==> config.mk <==
export PLATFORM = sky130hd
export DESIGN_NAME = drive_sequencer_flat
export DESIGN_NICKNAME = d
export VERILOG_FILES = /design/src/rtl/drive_sequencer_if.sv /design/src/rtl/drive_sequencer.sv /design/src/flat_wrapper.sv
export SDC_FILE = /design/constraint.sdc
export NUM_CORES = 1
export LEC_CHECK = 0
export BUFFER_PORTS_ARGS = -buffer_cell sky130_fd_sc_hd__buf_4
export CAP_MARGIN = 20
export CORE_MARGIN = 2
export CORE_UTILIZATION = 50
export DETAILED_ROUTE_END_ITERATION = 8
export GPL_ROUTABILITY_DRIVEN = 0
export PLACE_DENSITY = 0.76
export SYNTH_ARGS = -nofsm -noshare
export SYNTH_HDL_FRONTEND = slang
export SYNTH_SLANG_ARGS = --single-unit
==> constraint.sdc <==
create_clock -name clk -period 2.3 [get_ports clk]
set_input_delay 0.115 -clock clk [delete_from_list [all_inputs] [get_ports clk]]
set_output_delay 0.115 -clock clk [all_outputs]
set_load 0.02 [all_outputs]
==> src/rtl/drive_sequencer_if.sv <==
// Command load and playback bus between a route loader (master) and drive_sequencer (slave).
interface drive_sequencer_if #(
    parameter int DEPTH = 4,
    parameter int DUR_W = 10
);
    localparam int CNT_W = $clog2(DEPTH) + 1;

    logic             cmd_valid;
    logic             cmd_ready;
    logic [1:0]       cmd_dir;
    logic [DUR_W-1:0] cmd_dur;
    logic             start;
    logic             abort;
    logic [1:0]       dir;
    logic             busy;
    logic             done;
    logic [CNT_W-1:0] fifo_count;

    modport master (
        output cmd_valid, cmd_dir, cmd_dur, start, abort,
        input  cmd_ready, dir, busy, done, fifo_count
    );

    modport slave (
        input  cmd_valid, cmd_dir, cmd_dur, start, abort,
        output cmd_ready, dir, busy, done, fifo_count
    );
endinterface

==> src/rtl/drive_sequencer.sv <==
// Buffers {dir, duration} motion segments and plays them back on a registered 2-bit dir bus.
// Optional SEQ_GUARD_EN inserts a GUARD_TICKS stop gap before every direction reversal.
module drive_sequencer #(
    parameter int TICK_DIV    = 100_000,
    parameter int DEPTH       = 4,
    parameter int DUR_W       = 10,
    parameter int GUARD_TICKS = 2
) (
    input  logic             clk,
    input  logic             rst,
    drive_sequencer_if.slave bus
);
    localparam int PTR_W = $clog2(DEPTH);
    localparam int CNT_W = PTR_W + 1;
    localparam int PS_W  = $clog2(TICK_DIV);
    localparam logic [PS_W-1:0]  PS_LAST  = PS_W'(TICK_DIV - 1);
    localparam logic [CNT_W-1:0] FULL_CNT = CNT_W'(DEPTH);

    if (TICK_DIV < 2 || DEPTH < 2 || (DEPTH & (DEPTH - 1)) != 0 || GUARD_TICKS < 0) begin : g_param_check
        $error("drive_sequencer: illegal parameter set");
    end

    typedef enum logic [2:0] {S_IDLE, S_LOAD, S_RUN, S_GUARD, S_DONE} state_t;

    typedef struct packed {
        logic [1:0]       dir;
        logic [DUR_W-1:0] dur;
    } cmd_t;

    cmd_t             mem [DEPTH];
    logic [PTR_W-1:0] wr_ptr;
    logic [PTR_W-1:0] rd_ptr;
    logic [CNT_W-1:0] count;
    logic [CNT_W-1:0] count_nxt;
    logic             full;
    logic             push;
    logic             pop;
    cmd_t             head;
    logic [1:0]       head_dir;

    state_t           state;
    logic [1:0]       cur_dir;
    logic [DUR_W-1:0] remaining;
    logic [PS_W-1:0]  presc;
    logic             wrap;

    assign full          = (count == FULL_CNT);
    assign bus.cmd_ready = !full && !bus.abort;
    assign push          = bus.cmd_valid && bus.cmd_ready;
    assign pop           = (state == S_LOAD);
    assign head          = mem[rd_ptr];
    assign head_dir      = (head.dir == 2'b11) ? 2'b00 : head.dir;
    assign wrap          = (presc == PS_LAST);
    assign bus.fifo_count = count;

    always_comb begin
        count_nxt = count;
        if (push && !pop) begin
            count_nxt = count + 1'b1;
        end else if (pop && !push) begin
            count_nxt = count - 1'b1;
        end
    end

    // Storage needs no reset; occupancy is tracked by the pointers and count.
    always_ff @(posedge clk) begin
        if (push) begin
            mem[wr_ptr] <= '{dir: bus.cmd_dir, dur: bus.cmd_dur};
        end
    end

`ifdef SEQ_GUARD_EN
    localparam int GC_W = $clog2(GUARD_TICKS * TICK_DIV);
    localparam logic [GC_W-1:0] GUARD_LAST = GC_W'(GUARD_TICKS * TICK_DIV - 1);

    logic [1:0]      last_dir;
    logic [GC_W-1:0] guard_cnt;
    logic            reversal;

    assign reversal = (head_dir != 2'b00) && (last_dir != 2'b00) && (head_dir != last_dir);
`endif

    always_ff @(posedge clk) begin
        if (rst || bus.abort) begin
            state     <= S_IDLE;
            bus.dir   <= 2'b00;
            bus.busy  <= 1'b0;
            bus.done  <= 1'b0;
            count     <= '0;
            wr_ptr    <= '0;
            rd_ptr    <= '0;
            cur_dir   <= 2'b00;
            remaining <= '0;
            presc     <= '0;
`ifdef SEQ_GUARD_EN
            last_dir  <= 2'b00;
            guard_cnt <= '0;
`endif
        end else begin
            count    <= count_nxt;
            bus.done <= 1'b0;
            if (push) wr_ptr <= wr_ptr + 1'b1;
            if (pop)  rd_ptr <= rd_ptr + 1'b1;

            case (state)
                S_IDLE: begin
                    bus.dir <= 2'b00;
`ifdef SEQ_GUARD_EN
                    last_dir <= 2'b00;
`endif
                    if (bus.start && count != '0) begin
                        state    <= S_LOAD;
                        bus.busy <= 1'b1;
                    end
                end

                S_LOAD: begin
                    presc     <= '0;
                    cur_dir   <= head_dir;
                    remaining <= head.dur;
                    if (head.dur == '0) begin
                        // Zero-length segment: consume it and look at the next head.
                        if (count_nxt != '0) begin
                            state <= S_LOAD;
                        end else begin
                            state    <= S_DONE;
                            bus.done <= 1'b1;
                        end
                    end else begin
`ifdef SEQ_GUARD_EN
                        last_dir <= head_dir;
                        if (reversal) begin
                            state     <= S_GUARD;
                            guard_cnt <= GUARD_LAST;
                        end else begin
                            state   <= S_RUN;
                            bus.dir <= head_dir;
                        end
`else
                        state   <= S_RUN;
                        bus.dir <= head_dir;
`endif
                    end
                end

                S_RUN: begin
                    if (wrap) begin
                        presc <= '0;
                        if (remaining == DUR_W'(1)) begin
                            bus.dir <= 2'b00;
                            if (count_nxt != '0) begin
                                state <= S_LOAD;
                            end else begin
                                state    <= S_DONE;
                                bus.done <= 1'b1;
                            end
                        end else begin
                            remaining <= remaining - 1'b1;
                        end
                    end else begin
                        presc <= presc + 1'b1;
                    end
                end

`ifdef SEQ_GUARD_EN
                S_GUARD: begin
                    if (guard_cnt == '0) begin
                        state   <= S_RUN;
                        bus.dir <= cur_dir;
                    end else begin
                        guard_cnt <= guard_cnt - 1'b1;
                    end
                end
`endif

                S_DONE: begin
                    state    <= S_IDLE;
                    bus.busy <= 1'b0;
                    bus.dir  <= 2'b00;
                end

                default: begin
                    state    <= S_IDLE;
                    bus.busy <= 1'b0;
                    bus.dir  <= 2'b00;
                end
            endcase
        end
    end
endmodule

==> src/flat_wrapper.sv <==
// flat-port wrapper written by rule: the top's interface ports become plain ports
module drive_sequencer_flat 
#(
    parameter int TICK_DIV    = 100_000,
    parameter int DEPTH       = 4,
    parameter int DUR_W       = 10,
    parameter int GUARD_TICKS = 2
)
  (clk, rst, bus_cmd_valid, bus_cmd_dir, bus_cmd_dur, bus_start, bus_abort, bus_cmd_ready, bus_dir, bus_busy, bus_done, bus_fifo_count);
  drive_sequencer_if #(.DEPTH(DEPTH), .DUR_W(DUR_W)) bus_i ();
  input  logic clk;
  input  logic rst;
  input wire logic [$bits(bus_i.cmd_valid)-1:0] bus_cmd_valid;
  input wire logic [$bits(bus_i.cmd_dir)-1:0] bus_cmd_dir;
  input wire logic [$bits(bus_i.cmd_dur)-1:0] bus_cmd_dur;
  input wire logic [$bits(bus_i.start)-1:0] bus_start;
  input wire logic [$bits(bus_i.abort)-1:0] bus_abort;
  output wire logic [$bits(bus_i.cmd_ready)-1:0] bus_cmd_ready;
  output wire logic [$bits(bus_i.dir)-1:0] bus_dir;
  output wire logic [$bits(bus_i.busy)-1:0] bus_busy;
  output wire logic [$bits(bus_i.done)-1:0] bus_done;
  output wire logic [$bits(bus_i.fifo_count)-1:0] bus_fifo_count;
  assign bus_i.cmd_valid = bus_cmd_valid;
  assign bus_i.cmd_dir = bus_cmd_dir;
  assign bus_i.cmd_dur = bus_cmd_dur;
  assign bus_i.start = bus_start;
  assign bus_i.abort = bus_abort;
  assign bus_cmd_ready = bus_i.cmd_ready;
  assign bus_dir = bus_i.dir;
  assign bus_busy = bus_i.busy;
  assign bus_done = bus_i.done;
  assign bus_fifo_count = bus_i.fifo_count;
  drive_sequencer #(.TICK_DIV(TICK_DIV), .DEPTH(DEPTH), .DUR_W(DUR_W), .GUARD_TICKS(GUARD_TICKS)) u_core (.clk(clk), .rst(rst), .bus(bus_i));
endmodule
# Yosys cells after proc, flatten, opt, wreduce, memory -nomap -nowiden
# Memory sizes are Yosys's and may differ from the RTL's. A register that Yosys moved wholly into a read port is not among the register bits.
# Cells that the tools add are included.
dict set report word_totals {
  reg_bits 41
  latchBits 0
  mem_bits_rw 48
  rom_bits 0
  in_bits 17
  out_inout_bits 8
  word_cells 77
  memories 1
}
# name words width read_ports rd_ports_with_merged_regs wr line_no
set mem_list {}
lappend mem_list {u_core.mem 4 12 1 1 1 drive_sequencer.sv:30} ;# cmd_t mem [DEPTH];
dict set report classes {
  addsub 6
  n_mul 0
  div_mod_pow 0
  order_cmp 0
  eq_ne 11
  shifts 0
  mux 29
  n_bitwise 1
  n_reduce_logical 20
}
# cell n
set ops {}
lappend ops {{$pmux 17 s2} 1}
lappend ops {{$mux 3} 7}
lappend ops {{$mux 10} 2}
lappend ops {{$pmux 10 s2} 1}
lappend ops {{$add 17x1->17 const B} 1}
lappend ops {{$eq 17x17->1 const B} 1}
lappend ops {{$mux 17} 1}
lappend ops {{$mux 2} 6}
lappend ops {{$eq 10x1->1 const B} 1}
lappend ops {{$logic_not 10->1} 1}
lappend ops {{$sub 10x1->10 const B} 1}
lappend ops {{$pmux 3 s3} 1}
lappend ops {{$reduce_and 3->1} 3}
lappend ops {{$mux 1} 7}
lappend ops {{$ne 2x1->1 const B} 3}
lappend ops {{$reduce_bool 3->1} 2}
lappend ops {{$logic_and 1x1->1} 5}
lappend ops {{$add 2x1->2 const B} 2}
lappend ops {{$logic_not 1->1} 4}
lappend ops {{$ne 2x2->1 const B} 2}
lappend ops {{$pmux 1 s2} 2}
lappend ops {{$pmux 2 s2} 1}
lappend ops {{$add 3x1->3 const B} 1}
lappend ops {{$eq 3x1->1 const B} 1}
lappend ops {{other kinds (10)} 10}

# Logic depth before layout (Yosys ltp)
# Gate-level depths: netlist of run 1.
dict set report depth {
  depth_word 13
  mapped_depth 9
  depth_no_buf 8
}

# Worst setup path after synthesis of run 1
# Ideal clock, no wire load.
dict set report synth_timing {
  kind {register to register}
  start {register u_core.count[0], in the netlist u_core.bus.fifo_count[0]}
  end {register u_core.state[0]}
  setup_time_ns 0.119
  t_arrival_ns 2.460
  required_time_ns 2.181
  slack_ns -0.279
  stages_incl_launch_ff 9
  path_buffers 0
  synth_period_minus_slack_ns 2.579
  path_cell_list {dfxtp_1 inv_1 ha_1 a21oi_1 a21oi_1 or4_1 o2bb2ai_1 o21ai_1 a21oi_1}
}
dict set report synth_between {
  elab_chain_cells 13
  word_cells_on_any_way 21
  cone_classes {add/sub (2); eq/ne (2); mux (7); reduce/logical (10)}
}
# item line_no
set synth_lines {}
lappend synth_lines {{from (decl)} drive_sequencer.sv:33} ;# logic [CNT_W-1:0] count;
lappend synth_lines {{from (signal assigned)} drive_sequencer.sv:100} ;# count <= count_nxt;
lappend synth_lines {{$eq 3x3->1 (*)} drive_sequencer.sv:47} ;# assign full = (count == FULL_CNT);
lappend synth_lines {{$logic_not 1->1 (*)} drive_sequencer.sv:48} ;# assign bus.cmd_ready = !full && !bus.abort;
lappend synth_lines {{$logic_and 1x1->1 (*)} drive_sequencer.sv:48}
lappend synth_lines {{net bus_cmd_ready} flat_wrapper.sv:18} ;# output wire logic [$bits(bus_i.cmd_ready)-1:0] bus_cmd_ready;
lappend synth_lines {{$logic_and 1x1->1 (*)} drive_sequencer.sv:49} ;# assign push = bus.cmd_valid && bus.cmd_ready;
lappend synth_lines {{$logic_not 1->1} drive_sequencer.sv:60} ;# end else if (pop && !push) begin
lappend synth_lines {{$logic_and 1x1->1} drive_sequencer.sv:60}
lappend synth_lines {{$mux 3} drive_sequencer.sv:60}
lappend synth_lines {{$mux 3 (*)} drive_sequencer.sv:58} ;# if (push && !pop) begin
lappend synth_lines {{$reduce_bool 3->1 (*)} {drive_sequencer.sv:123, drive_sequencer.sv:151}}
lappend synth_lines {{$mux 3 (*)} {drive_sequencer.sv:123, drive_sequencer.sv:151}}
lappend synth_lines {{$mux 3} drive_sequencer.sv:149} ;# if (remaining == DUR_W'(1)) begin
lappend synth_lines {{$mux 3} drive_sequencer.sv:147} ;# if (wrap) begin
lappend synth_lines {{$pmux 3 s3 (*)} drive_sequencer.sv:105} ;# case (state)
lappend synth_lines {{to (signal assigned)} drive_sequencer.sv:124} ;# state <= S_LOAD;
lappend synth_lines {{to (signal assigned)} drive_sequencer.sv:126} ;# state <= S_DONE;
lappend synth_lines {{to (signal assigned)} drive_sequencer.sv:152} ;# state <= S_LOAD;
lappend synth_lines {{to (decl)} drive_sequencer.sv:41} ;# state_t state;
# Mark *: on every way through the listed nets, which the timed path passes. The rest lies on a longest branch. The select of a mux whose other input is x is not followed.
# A chain may end at the register's enable or synchronous reset.

==> results by group, run 1 <==
Setup path
  • Kind of critical path: flop to flop
  • CP Capture Type: flop
  • Startpoint Class: flop
  • Required @ worst endpoint: 2.56 ns
  • Worst r2r path cells: 7
  • Worst EP arrival: 2.64 ns
  • CP Max Fanout: 8

Timing
  • Slew at the pin with the worst max-slew slack: 0.918 ns
  • Clk_skew: 0.00854 ns
  • Setup TNS: -0.148 ns
  • Final Cycle Share: 1.03
  • Final setup vio count: 5
  • Min cycle time layout: 2.38 ns
  • Fmax: 421 MHz
  • Slew Limit Fails: 0
  • Hold_ws: 0.0464 ns
  • RSZ-0062 raised after global routing: yes
  • Relative slew slack: 0.388
  • Setup WS post-layout: -0.0778 ns
  • Final Hold Fails: 0

Drt
  • Residual DRC count: 0
  • 1st-iter DRT viols: 148
  • Vias: 3197
  • Post-Route WL: 8540 um
  • TritonRoute pass-1 iters: 5
  • DR vias/cell: 5.63
  • Final ANT Viol Nets: 0
  • WL per Instance: 15.0 um

Floorplan
  • Die H: 95.7 um
  • DIE WIDTH: 95.7 um
  • Top Ports: 25
  • Core Area: 8180 sq um
  • Initial core utilization: 0.514
  • FP Rows: 33
  • Die Footprint: 9150 sq um

Hold path
  • Worst Hold Class: input port to flop
  • Hold path startpoint: rst
  • Worst hold stages: 4

Finish
  • N_diodes: 0
  • Share of layout cells above drive strength 1: 0.220
  • Synth-to-layout area growth: 22.3%
  • Post-Layout Cell Count: 568
  • Sequential cell area: 2300 sq um
  • Multi-input gate area: 1830 sq um
  • FILL cells: 638
  • Final net count: 485
  • Layout Utilization: 0.629

Clocking
  • Root buf cell: clkbuf_8
  • Clock Latency Late Sink: 0.36 ns
  • CTS sink cnt: 91
  • Register clock-pin slew on the reported worst setup and hold paths: 0.09 ns
  • H-tree depth: 3
  • Max clock buf depth: 2
  • CTS Buf Count: 9
  • CTS tree: yes

Yosys
  • Synthesized area: 4200 sq um
  • Avg Synthesized Cell Area: 10.9 sq um
  • Flops & latches, synth: 91
  • Synth cell types: 53
  • Sequential area share after synthesis: 0.548
  • Synth warn: 0
  • Largest cells by area after synthesis: edfxtp_1 (34%), dfxtp_1 (20%), mux4_2 (4.8%)
  • Top FF cell, synth: edfxtp_1
  • Cells after synthesis: 386
  • Yosys top cell area share: 0.343
  • Post-synth EDFFs: 48
  • Biggest area consumer among synthesized cells: edfxtp_1
  • Syn_nets: 413
  • Synth async-reset ratio: 0

Global routing
  • Congestion Overflow GR: 0
  • Vias in the first global route: 2945
  • First-pass GRT wire length: 14000 um
  • Initial antenna violation count: 0
  • Largest net degree at the start of global routing: 23
  • All-Layer GR Usage: 0.201

Status
  • Outcome: finished, violations left
  • Failing checks: setup timing

Placed design
  • Port buffer count: 24
  • Placed Cells: 533
  • Hpwl dp: 5860 um
  • Place WS: -0.125 ns

Pwr
  • PD cells: 588 nW/um^2
  • Worst vdd ir: 566 uV
  • Leak: 1.78 nW

Run
  • Max-cap viol count: 0
-- routing by layer --
metal | up-vias | track usage | part of all wire
li1 | 1587 | - | -
met1 | 1544 | 0.252 | 0.46
met3 | 10 | 0.0466 | 0.028
met5 | - | 0 | 0
met2 | 56 | 0.344 | 0.50
met4 | 0 | 0.0667 | 0.012
-- repair_timing --
action                                  CTS  global route
endpoints found under the hold margin    48             0
endpoints found under the setup margin    6            10
gates resized for setup                   4             2
buffers inserted                          3             4
hold buffers                             12             0
pin swaps                                 4             2
-- sequential cells by signal (all words and copies together) (netlist names), named ones only --
signal / cells
u_core.bus.busy: 1
u_core.bus.dir: 2
u_core.bus.done: 1
u_core.bus.fifo_count: 3
u_core.mem: 48
u_core.presc: 17
u_core.rd_ptr: 2
u_core.remaining: 10
u_core.state: 3
u_core.wr_ptr: 2
-- cell families (layout without fill, tap and decap cells) --
family / count (synthesis) / after routing / share of synthesized area
AO/OA/AOI/OAI: 83 / 83 / 0.122
flip-flops: 91 / 91 / 0.548
adder cells (fa/ha/maj): 10 / 10 / 0.0298
AND/OR/NAND/NOR: 160 / 160 / 0.198
buffers and inverters: 25 / 102 / 0.0241
XOR/XNOR: 3 / 3 / 0.00625
multiplexers: 14 / 14 / 0.0718
-- path summary, 6_finish.rpt --
check	to	slack [ns]
max reg2reg	u_core.bus.done$_SDFF_PP0_	-0.08
max	u_core.bus.done$_SDFF_PP0_	-0.08
min	u_core.bus.dir[1]$_SDFFE_PP0P_	0.05
min reg2reg	u_core.bus.dir[1]$_SDFFE_PP0P_	0.49
-- power by group --
| part | leakage [nW] | internal (mW) | switching [mW] |
|---|---|---|---|
| sequential | 0.783 | 1.72 | 0.00767 |
| combinational | 0.906 | 0.0850 | 0.0941 |
| clock | 0.0959 | 0.520 | 0.593 |
-- critical path: stages, from the launching register on --
cell and delay, ns:
dfxtp_2 0.35, buf_12 0.12, buf_6 0.09, mux4_2 0.50
or4_4 0.51, nor4_4 0.28, nand2_2 0.14, a2111oi_4 0.29
-- cells in the mapped netlist, types with 3 or more instances --
library cell	count
nor3_1	13
or3_1	4
clkbuf_1	14
a21oi_1	35
a311oi_1	5
dfxtp_1	43
nand2b_1	4
nand2_1	48
inv_1	10
mux4_2	9
ha_1	10
o21ai_0	7
nand3_1	12
o21ai_1	15
a211oi_1	6
nor3b_1	4
a21o_1	3
nand3b_1	6
nor4_1	5
edfxtp_1	48
mux4_1	3
nor2_1	35
and3_1	6
-- cells in the final DEF, fill, tap and decap left out, types with 12 or more instances in the layout --
cell type / n
dlygate4sd3_1: 12
nor3_1: 12
dfxtp_1: 42
edfxtp_1: 48
buf_4: 61
nand2_1: 47
nor2_1: 35
nand3_1: 12
a21oi_1: 34
o21ai_1: 15
-- through the flow --
| stage | cell area (sq um) | power [mW] |
|---|---|---|
| CTS | 5090 | 3.04 |
| global placement | 4730 | 1.92 |
| detailed placement | 4730 | 1.93 |
| floorplan | 4210 | 1.86 |
| global route | 5140 | 3.15 |
| finish | 5140 | 3.02 |
-- final cells by class --
cell class | count | area share
Sequential cell | 91 | 0.448
Clock buffer | 9 | 0.0241
Multi-Input combinational cell | 270 | 0.356
Clock inverter | 7 | 0.0163
Timing Repair Buffer | 76 | 0.122
Inverter | 10 | 0.00730
Tap cell | 105 | 0.0256
No activity file was read; power rests on OpenSTA's default activity.
==> run 2, diff against run 1 <==
--- a/config.mk
+++ b/config.mk
@@ -7,11 +7,14 @@
 export LEC_CHECK = 0
 export BUFFER_PORTS_ARGS = -buffer_cell sky130_fd_sc_hd__buf_4
 export CAP_MARGIN = 20
+export CELL_PAD_IN_SITES_DETAIL_PLACEMENT = 0
+export CELL_PAD_IN_SITES_GLOBAL_PLACEMENT = 2
+export CORE_ASPECT_RATIO = 0.9
 export CORE_MARGIN = 2
-export CORE_UTILIZATION = 50
+export CORE_UTILIZATION = 36
 export DETAILED_ROUTE_END_ITERATION = 8
 export GPL_ROUTABILITY_DRIVEN = 0
-export PLACE_DENSITY = 0.76
+export PLACE_DENSITY = 0.8
 export SYNTH_ARGS = -nofsm -noshare
 export SYNTH_HDL_FRONTEND = slang
 export SYNTH_SLANG_ARGS = --single-unit
==> run 2 against run 1 <==
- the flow still finishes with violations (setup timing)
- combinational power rose by 4%
- clock power rose by 31%
- total power rose by 11%
- first-iteration DRC count rose by 17%
- die area rose by 37%
- largest cell class unchanged
- largest power group unchanged
==> results by group, run 2 (synthesis gave the netlist of run 1 again) <==
Global routing
  • Vias in the first global route: 3170 (was 2945)
  • All-Layer GR Usage: 0.157 (was 0.201)
  • First-pass GRT wire length: 15500 um (was 14000 um)
  • Largest net degree at the start of global routing: 28 (was 23)
  • Congestion Overflow GR: 0 (unchanged)
  • Initial antenna violation count: 0 (unchanged)

Finish
  • Share of layout cells above drive strength 1: 0.241 (was 0.220)
  • Post-route cell area: 5330 sq um (was 5140 sq um)
  • Biggest register: u_core.mem (unchanged)
  • Synth-to-layout area growth: 26.8% (was 22.3%)
  • N_diodes: 0 (unchanged)
  • Biggest regs: u_core.mem: 48 flops, u_core.presc: 17 flops, u_core.remaining: 10 flops (unchanged)
  • Largest register FFs: 48 (unchanged)
  • Post-Layout Cell Count: 625 (was 568)
  • Final net count: 491 (was 485)
  • Most frequent cells in the layout: buf_4 (66), edfxtp_1 (48), nand2_1 (47) (was buf_4 (61), edfxtp_1 (48), nand2_1 (47))
  • Most common cell after layout, fill and taps aside: buf_4 (unchanged)

Timing
  • Final setup vio count: 3 (was 5)
  • Fmax: 427 MHz (was 421 MHz)
  • Min cycle time layout: 2.34 ns (was 2.38 ns)
  • Final Hold Fails: 0 (unchanged)
  • Hold_ws: 0.0749 ns (was 0.0464 ns)
  • Slew at the pin with the worst max-slew slack: 0.540 ns (was 0.918 ns)
  • Relative slew slack: 0.640 (was 0.388)
  • Final Cycle Share: 1.02 (was 1.03)
  • Clk_skew: 0.00815 ns (was 0.00854 ns)
  • RSZ-0062 raised after global routing: yes (unchanged)
  • Setup WS post-layout: -0.0447 ns (was -0.0778 ns)
  • Slew Limit Fails: 0 (unchanged)

Floorplan
  • Die Footprint: 12600 sq um (was 9150 sq um)
  • Initial core utilization: 0.369 (was 0.514)
  • Die H: 106 um (was 95.7 um)
  • DIE WIDTH: 118 um (was 95.7 um)
  • FP Rows: 37 (was 33)
  • Top Ports: 25 (unchanged)
  • Core Area: 11400 sq um (was 8180 sq um)

Pwr
  • Design Power: 3.37 mW (was 3.02 mW)
  • Leak: 1.86 nW (was 1.78 nW)
  • PD cells: 632 nW/um^2 (was 588 nW/um^2)
  • Worst vdd ir: 486 uV (was 566 uV)

Status
  • Outcome: finished, violations left (unchanged)
  • Failing checks: setup timing (unchanged)

Setup path
  • R2R Setup Slk: -0.04 ns (was -0.08 ns)
  • Worst r2r path cells: 6 (was 7)
  • Slowest stage delay, CP: 0.56 ns (was 0.51 ns)
  • CP Capture Type: flop (unchanged)
  • Worst EP arrival: 2.59 ns (was 2.64 ns)
  • Critical R2R Capture: u_core.bus.done$_SDFF_PP0_ (unchanged)
  • CP delay by family, top: simple AND/OR/NAND/NOR gates (unchanged)
  • Worst path depth: 6 (was 7)
  • CP cell instances: buf_6 > mux4_2 > or4_4 > nor4_4 > nand2_2 > a2111oi_4 (was buf_12 > buf_6 > mux4_2 > or4_4 > nor4_4 > nand2_2 > a2111oi_4)
  • Slowest CP cell: or4_4 (unchanged)
  • Startpoint Class: flop (unchanged)
  • CP Max Fanout: 4 (was 8)
  • WP buf/inv: 1 (was 2)
  • Crit path to: u_core.bus.done$_SDFF_PP0_ (unchanged)
  • Kind of critical path: flop to flop (unchanged)
  • Required @ worst endpoint: 2.55 ns (was 2.56 ns)

Drt
  • Vias: 3197 (unchanged)
  • Post-Route WL: 9300 um (was 8540 um)
  • DR vias/cell: 5.12 (was 5.63)
  • TritonRoute pass-1 iters: 5 (unchanged)
  • 1st-iter DRT viols: 173 (was 148)
  • Residual DRC count: 0 (unchanged)
  • WL per Instance: 14.9 um (was 15.0 um)
  • Final ANT Viol Nets: 0 (unchanged)

Clocking
  • Clock Latency Late Sink: 0.34 ns (was 0.36 ns)
  • CTS tree: yes (unchanged)
  • H-tree depth: 3 (unchanged)
  • CTS sink cnt: 91 (unchanged)
  • Max clock buf depth: 2 (unchanged)
  • CTS Buf Count: 9 (unchanged)
  • Root buf cell: clkbuf_16 (was clkbuf_8)
  • Register clock-pin slew on the reported worst setup and hold paths: 0.07 ns (was 0.09 ns)

Placed design
  • Area after DPL: 4840 sq um (was 4730 sq um)
  • Hpwl dp: 6390 um (was 5860 um)
  • Place WS: -0.137 ns (was -0.125 ns)
  • Port buffer count: 24 (unchanged)
  • Placed Cells: 591 (was 533)

Run
  • Max-cap viol count: 0 (unchanged)

Hold path
  • Worst Hold Class: input port to flop (unchanged)
==> run 2: cell count changes in the layout (fill, tap and decap cells not counted), sizes merged <==
cell and delta:
buf +6, bufinv -1, clkinv +1, clkinvlp -3, inv +3
==> run 2: through the flow <==
step                      TNS [ns]  utilization
after floorplan            -0.0188            -
after global placement      -0.154        0.425
after detailed placement    -0.489        0.425
after CTS                   -0.152        0.464
after global routing        -0.534        0.468
final                      -0.0923        0.468
==> run 2: worst min path at each step <==
stage                                     end      startpoint  slack [ns]  depth (start not counted)
2_1_floorplan      u_core.mem[0][0]$_DFFE_PP_  bus_cmd_dur[0]        0.21                          0
3_3_place_gp      u_core.mem[1][10]$_DFFE_PP_  bus_cmd_dir[0]        0.31                          1
3_5_place_dp       u_core.mem[1][6]$_DFFE_PP_  bus_cmd_dur[6]        0.32                          1
4_1_cts        u_core.bus.dir[1]$_SDFFE_PP0P_             rst        0.07                          4
5_1_grt        u_core.bus.dir[1]$_SDFFE_PP0P_             rst        0.07                          4
6_report       u_core.bus.dir[1]$_SDFFE_PP0P_             rst        0.07                          4
==> run 2: final cells by class <==
cell class | instances | area, sq um
clock buffers | 9 | 225
multi-input cells | 270 | 1830
well taps | 156 | 195
repair buffers | 82 | 669
clock inverters | 7 | 65.1
flip-flops and latches | 91 | 2300
inverters | 10 | 37.5
fillers | 1097 | 6060
==> run 2: where the power goes <==
| part | internal (mW) | total, mW | leakage, nW | switching [mW] |
|---|---|---|---|---|
| Clock | 0.766 | 1.45 | 0.147 | 0.682 |
| Sequential | 1.72 | 1.73 | 0.783 | 0.00787 |
| Combinational | 0.0884 | 0.187 | 0.930 | 0.0985 |
| Total | 2.58 | 3.37 | 1.86 | 0.788 |
==> run 2: tightest hold or removal path, delay by kind of cell <==
| kind | cells | cell delay (ns) |
|---|---|---|
| buf+inv | 1 | 0.08 |
| mux | 1 | 0.06 |
| simple gates | 2 | 0.11 |
==> run 2: repair_timing <==
item | in CTS | in global routing
endpoints found under the setup margin | 6 | 14
cloned | 0 | 0
gates resized for setup | 4 | 9
pin swaps | 3 | 2
hold endpoints to repair | 48 | 0
hold buffers | 12 | 0
buffers inserted | 3 | 3
==> run 2: per-layer routing <==
layer	track usage	vias up	share of wire
met1	0.191	1550	0.46
met4	0.0499	0	0.013
met2	0.275	36	0.50
li1	-	1600	-
met3	0.0359	11	0.027
met5	0	-	0
